[config.mk]
export PLATFORM = sky130hd
export DESIGN_NAME = pe_ws_dbuf
export DESIGN_NICKNAME = d
export VERILOG_FILES = /design/src/rtl/pe_ws_pkg.sv /design/src/rtl/pe_csa3.sv /design/src/rtl/pe_ws_dbuf.sv
export SDC_FILE = /design/constraint.sdc
export NUM_CORES = 1
export LEC_CHECK = 0
export ABC_AREA = 1
export CORE_ASPECT_RATIO = 2
export CORE_MARGIN = 4
export CORE_UTILIZATION = 35
export CTS_BUF_LIST = sky130_fd_sc_hd__clkbuf_4 sky130_fd_sc_hd__clkbuf_8
export CTS_CLUSTER_SIZE = 24
export DETAILED_ROUTE_END_ITERATION = 12
export PLACE_DENSITY = 0.62
export SLEW_MARGIN = 5
export SYNTH_ARGS = -nofsm -noshare
export SYNTH_HDL_FRONTEND = slang
export SYNTH_SLANG_ARGS = --single-unit
[constraint.sdc]
create_clock -name clk -period 7.8 [get_ports clk]
set_input_delay 1.95 -clock clk [delete_from_list [all_inputs] [get_ports clk]]
set_output_delay 1.95 -clock clk [all_outputs]
set_load 0.1 [all_outputs]
[src/rtl/pe_ws_pkg.sv]
// Shared widths, operand types and the extended-product helper for the weight-stationary PE.
package pe_ws_pkg;

    localparam int WIDTH     = 8;
    localparam int ACC_WIDTH = 24;

    typedef logic [WIDTH-1:0]     operand_t;
    typedef logic [ACC_WIDTH-1:0] acc_t;

    // Operands are widened to the accumulator width first so the product is exact mod 2^ACC_WIDTH
    function automatic acc_t ext_product(operand_t w, operand_t a, logic signed_mode);
        acc_t w_ext;
        acc_t a_ext;
        w_ext = {{(ACC_WIDTH-WIDTH){signed_mode & w[WIDTH-1]}}, w};
        a_ext = {{(ACC_WIDTH-WIDTH){signed_mode & a[WIDTH-1]}}, a};
        return w_ext * a_ext;
    endfunction

endpackage

[src/rtl/pe_csa3.sv]
// Combinational 3:2 carry-save compressor; the carry vector is returned already shifted left by one.
module pe_csa3 #(
    parameter int ACC_WIDTH = pe_ws_pkg::ACC_WIDTH
) (
    input  logic [ACC_WIDTH-1:0] x,
    input  logic [ACC_WIDTH-1:0] y,
    input  logic [ACC_WIDTH-1:0] z,
    output logic [ACC_WIDTH-1:0] sum,
    output logic [ACC_WIDTH-1:0] carry
);

    logic [ACC_WIDTH-1:0] maj;

    assign sum   = x ^ y ^ z;
    assign maj   = (x & y) | (x & z) | (y & z);
    // The top majority bit falls off: all arithmetic is modulo 2^ACC_WIDTH
    assign carry = {maj[ACC_WIDTH-2:0], 1'b0};

endmodule

[src/rtl/pe_ws_dbuf.sv]
// Weight-stationary systolic PE with double-buffered weights, shift chain, swap token and stall.
// Define PE_WS_DBUF_RESOLVE_EN to replace the carry-save output with a carry-propagate adder.
module pe_ws_dbuf #(
    parameter int WIDTH     = pe_ws_pkg::WIDTH,
    parameter int ACC_WIDTH = pe_ws_pkg::ACC_WIDTH
) (
    input  logic                 clk,
    input  logic                 rst,
    input  logic                 en,
    input  logic                 signed_mode,
    input  logic                 w_shift,
    input  logic [WIDTH-1:0]     w_in,
    output logic [WIDTH-1:0]     w_out,
    output logic                 w_shift_out,
    input  logic                 swap_in,
    output logic                 swap_out,
    input  logic [WIDTH-1:0]     a_in,
    input  logic                 a_valid_in,
    output logic [WIDTH-1:0]     a_out,
    output logic                 a_valid_out,
    input  logic [ACC_WIDTH-1:0] ps_sum_in,
    input  logic [ACC_WIDTH-1:0] ps_carry_in,
    output logic [ACC_WIDTH-1:0] ps_sum_out,
    output logic [ACC_WIDTH-1:0] ps_carry_out
);

    logic [WIDTH-1:0]     w_shadow;
    logic [WIDTH-1:0]     w_active;
    logic [ACC_WIDTH-1:0] w_ext;
    logic [ACC_WIDTH-1:0] a_ext;
    logic [ACC_WIDTH-1:0] product;
    logic [ACC_WIDTH-1:0] next_sum;
    logic [ACC_WIDTH-1:0] next_carry;

    // Sign- or zero-extend to the accumulator width; an invalid activation contributes nothing
    assign w_ext   = {{(ACC_WIDTH-WIDTH){signed_mode & w_active[WIDTH-1]}}, w_active};
    assign a_ext   = {{(ACC_WIDTH-WIDTH){signed_mode & a_in[WIDTH-1]}}, a_in};
    assign product = a_valid_in ? (w_ext * a_ext) : '0;

`ifdef PE_WS_DBUF_RESOLVE_EN
    assign next_sum   = ps_sum_in + ps_carry_in + product;
    assign next_carry = '0;
`else
    pe_csa3 #(
        .ACC_WIDTH (ACC_WIDTH)
    ) u_csa (
        .x     (ps_sum_in),
        .y     (ps_carry_in),
        .z     (product),
        .sum   (next_sum),
        .carry (next_carry)
    );
`endif

    // Swap reads the pre-shift shadow, so a simultaneous shift and swap promotes the old shadow
    always_ff @(posedge clk) begin
        if (rst) begin
            w_shadow     <= '0;
            w_active     <= '0;
            w_out        <= '0;
            w_shift_out  <= 1'b0;
            swap_out     <= 1'b0;
            a_out        <= '0;
            a_valid_out  <= 1'b0;
            ps_sum_out   <= '0;
            ps_carry_out <= '0;
        end else if (en) begin
            if (w_shift) begin
                w_shadow <= w_in;
                w_out    <= w_shadow;
            end
            if (swap_in) begin
                w_active <= w_shadow;
            end
            w_shift_out  <= w_shift;
            swap_out     <= swap_in;
            a_out        <= a_in;
            a_valid_out  <= a_valid_in;
            ps_sum_out   <= next_sum;
            ps_carry_out <= next_carry;
        end
    end

endmodule

==> run summary <==
The run finished with clean final reports. The total CTS buffers came out at 9. The post-place instance area is 8220 um^2. In the routed design, unresolved DRC markers number 0. The detailed router's first-iteration violation count is 229. The height of the chip came out at 203 um. Max-cap violations in this run came to 0. The critical path starts at signed_mode. The count of buffering cells on the critical path with inverters included came out at 5. By count the netlist is led by 230 x sky130_fd_sc_hd__nand2_1, 169 x sky130_fd_sc_hd__inv_1, 93 x sky130_fd_sc_hd__fa_1, 82 x sky130_fd_sc_hd__dfxtp_1, 65 x sky130_fd_sc_hd__a21oi_1. The count of state elements after synthesis is 82. Of all nets on the critical path, the largest fanout is 5.

Of the total power, the clock network draws 28.0%. Sorting the synthesized cells by area gives the leading types as sky130_fd_sc_hd__fa_1 28%, sky130_fd_sc_hd__dfxtp_1 25%, sky130_fd_sc_hd__nand2_1 13%. The xor and xnor fraction of the mapped netlist area is 0.264%. The largest vdd supply drop came out at 67.2 uV. The final worst-path cycle share came out at 92.8%. The number of cells on the critical path came out at 20. The pin count of the biggest net entering global routing came out at 83.

The static leakage is 4.19 nW. The async set-reset flop share out of synthesis came out at 0%. The sequential group share of total power is 37.9%.

The count of input and output buffers came out at 136. The synthesized netlist net count came out at 1,041. The synthesized design spends more area on one cell type than any other, namely sky130_fd_sc_hd__fa_1. The worst pin sits at a relative slew slack of 29.8%. Measured along the x axis, the die boundary spans 105 um.

The number of global-route vias before repair was 5,788. The worst setup path is launched from an input port. A synthesized cell averages 7.90 um^2.

Summing all non-filler instances in the final layout gives an area of 8430 um^2. At the end of routability-driven placement, the weighted congestion stood at 0.839. The clock network latency to the later pin of the worst-skew pair came out at 0.37 ns.

The total count of hold-check failures in the final report is 0. The fraction of post-synthesis cell area in the top cell type by area is 28.1%. The count of flip-flops with a built-in enable after synthesis came out at 0. The number of pins exceeding their max-slew limit in the final report came out at 0. The synthesized netlist devotes 9.42% of its cell area to compound gates. The core occupancy in the finished layout came out at 45.0%. By area, the combinational part of the netlist is dominated by adder cells.

The wire length per cell is 14.6 um. The CTS tree is built. The detailed-routing iteration count for the pre-antenna-repair pass came out at 5.

The number of antenna violations at the first check in global routing is 0. The total grt overflow is 0. For this design the total switching power over the nets is 0.461 mW. After clock tree synthesis, the setup repair step added 0 buffers. The area of the core came out at 18,700 um^2. The tightest hold path in the finished design has a slack of 0.461 ns. The count of hold-fix buffers inserted at cts is 0. CTS built an H-tree with a depth of 3. The number of buffers on the longest clock path is 2.

The cell family contributing the most delay on the critical path is adder cells. STA classifies the critical path endpoint as a flip-flop. The internal cell power came out at 0.752 mW. The final worst clock skew is 0.0116 ns. The setup path with the least slack is of type input port to flip-flop. The power per standard cell area is 144 nW/um^2. The number of clock sinks is 82. The area share of fa/ha/maj cells after synthesis is 35.2%. The overall power came out at 1.21 mW. The per-cell via count in the routed design came out at 4.56. The data required time of the worst path is 8.09 ns.

Cells with a size suffix above 1 make up 4.06% of the layout. For flop-to-flop paths, the worst setup slack is 1.88 ns. The final critical path time including I/O delays and setup came out at 7.24 ns. The first-pass GRT wire length is 29.0 mm. The count of nets left with antenna violations once routing finished came out at 0. After floorplanning, the core was divided into 71 placement rows. The I/O pin count is 138. The number of warnings issued by yosys came out at 0.

Of the synthesized area, sequential elements account for 24.8%. The net count reported at finish is 1,159. The area share of and/or/nand/nor cells after synthesis came out at 17.9%.

The area growth from synthesis to layout is 27.1%. After synthesis, the netlist uses 29 different library cells. The final HPWL from detailed placement is 14.5 mm.

The sum of negative setup slack is 0 ns. The cell at the root of the clock tree is sky130_fd_sc_hd__clkbuf_8. The final wirelength came out at 17.8 mm. Data on the critical path arrives at its endpoint at 7.52 ns.

The worst setup path endpoint is ps_sum_out[15]. The number of cells on the worst reg-to-reg path is 19. The clock transition at the registers of the reported paths is 0.09 ns. The combinational share of power came out at 34.1%.

The largest single stage delay on the critical path is 0.53 ns. The instance count of the mapped netlist came out at 839. For this configuration, the core starts out at a cell density of 35.4%. The dominant cell by count in the synthesized netlist is sky130_fd_sc_hd__nand2_1. The library cell contributing the largest single delay on the critical path is sky130_fd_sc_hd__fa_1. The total global routing track utilization is 17.4%. The switching part of the total is 38.0%.

The proportion of synthesized area in mux cells is 0%. Among all flip-flop cells after synthesis, the most frequent one is sky130_fd_sc_hd__dfxtp_1. The floorplan step defined a die boundary enclosing 21,300 um^2. In this design, the critical path's most frequently occurring cell is sky130_fd_sc_hd__fa_1.

The antenna diode instance count is 0. The total via count after detailed routing came out at 5,542. The startpoint identified for the worst register-to-register timing path is w_active[7]. Setup violations remaining at the end of the flow were counted as 0. Based on the critical path, the design can be clocked at up to 138 MHz. The transition time of the tightest slew-check pin is 1.05 ns. The endpoint of the most critical register-to-register path is ps_sum_out[15]. Setup repair after global routing left no endpoint under its margin. The number of resized instances in the post-cts repair step is 0. The worst hold path belongs to the class flip-flop to flip-flop.

Summing every instance area after synthesis gives 6630 um^2. The critical path goes through clkdlybuf4s50_1, nand2_1, nor2_1, inv_1, fa_1, inv_1, fa_1, fa_1, fa_1, inv_1, fa_1, inv_1, ha_1, a21oi_1, nand2_1, a21oi_1, o21bai_1, o21ai_0, fa_1, a211oi_1.
[worst min path at each step]
stage | from | endpoint | slack, ns | depth (start not counted)
after detailed placement | ps_sum_out[9] | ps_sum_out[9] | 0.45 | 2
after floorplan | w_shadow[5] | w_out[5] | 0.45 | 2
after CTS | ps_sum_out[9] | ps_sum_out[9] | 0.47 | 2
after global routing | ps_sum_out[2] | ps_sum_out[2] | 0.48 | 2
final | ps_sum_out[9] | ps_sum_out[9] | 0.46 | 2
after global placement | ps_carry_out[4] | ps_carry_out[4] | 0.45 | 2
[cells by family (layout without fill, tap and decap cells)]
family,Yosys count,after routing
and+or+nand+nor,302,302
buffers and inverters,214,336
adders and majority gates,131,131
AOI/OAI and AO/OA,107,107
DFF,82,82
xor gates and xnor gates,2,2
other,1,1
[metal layers]
metal | share of wire [%] | GRT usage [%]
met5 | 0 | 0
met4 | 5.2 | 10.0
met3 | 2.8 | 2.20
met2 | 57 | 33.7
met1 | 35 | 17.3
[registers in the layout (all words and copies together) (netlist names)]
signal / cells
a_out: 8
a_valid_out: 1
ps_carry_out: 23
ps_sum_out: 24
swap_out: 1
w_active: 8
w_out: 8
w_shadow: 8
w_shift_out: 1
[tightest hold or removal path: cells and delay by family, from the launching register on]
family             cells  cell delay [ns]
AOI/OAI and AO/OA      1             0.05
DFF                    1             0.31
and+or+nand+nor        1             0.06
[placed cells by master (no fill, tap or decap)]
cell / n
sky130_fd_sc_hd__nand2_1: 230
sky130_fd_sc_hd__inv_1: 169
sky130_fd_sc_hd__clkdlybuf4s50_1: 133
sky130_fd_sc_hd__fa_1: 93
sky130_fd_sc_hd__dfxtp_1: 82
sky130_fd_sc_hd__a21oi_1: 65
sky130_fd_sc_hd__nor2_1: 48
sky130_fd_sc_hd__ha_1: 38
sky130_fd_sc_hd__a211oi_1: 31
sky130_fd_sc_hd__nand3_1: 14
sky130_fd_sc_hd__buf_4: 14
sky130_fd_sc_hd__clkbuf_8: 9
sky130_fd_sc_hd__o21ai_0: 7
sky130_fd_sc_hd__nand3_2: 3
sky130_fd_sc_hd__inv_2: 2
sky130_fd_sc_hd__a21o_1: 2
sky130_fd_sc_hd__nor3_1: 2
sky130_fd_sc_hd__or2_2: 2
sky130_fd_sc_hd__bufinv_16: 2
sky130_fd_sc_hd__clkinv_2: 2
sky130_fd_sc_hd__buf_2: 2
sky130_fd_sc_hd__xnor2_1: 1
sky130_fd_sc_hd__nor2_2: 1
sky130_fd_sc_hd__o2111ai_1: 1
sky130_fd_sc_hd__o21bai_1: 1
sky130_fd_sc_hd__or2_1: 1
sky130_fd_sc_hd__clkinv_1: 1
sky130_fd_sc_hd__xor2_1: 1
sky130_fd_sc_hd__nand4_1: 1
sky130_fd_sc_hd__conb_1: 1
sky130_fd_sc_hd__clkbuf_4: 1
sky130_fd_sc_hd__inv_6: 1
[power by group through the flow]
stage	clock (mW)	combinational, mW	sequential [mW]
2_1_floorplan	0	0.132	0.626
3_5_place_dp	0	0.419	0.469
5_1_grt	0.369	0.447	0.463
4_1_cts	0.354	0.420	0.460
3_3_place_gp	0	0.416	0.469
6_report	0.339	0.413	0.460
[per-stage QoR]
stage	cells	setup slack, ns
floorplan	839	0.952
global placement	1201	0.171
detailed placement	1201	0.138
CTS	1216	0.533
global route	1216	0.151
finish	1216	0.564
[layout make-up]
cell class | instances | area (um^2)
Clock inverter | 5 | 78.8
Clock buffer | 10 | 131
Multi-Input combinational cell | 543 | 4170
Fill cell | 1910 | 10300
Sequential cell | 82 | 1640
Tap cell | 255 | 319
Inverter | 172 | 646
Timing Repair Buffer | 149 | 1450
(Power assumes the default switching activity.)
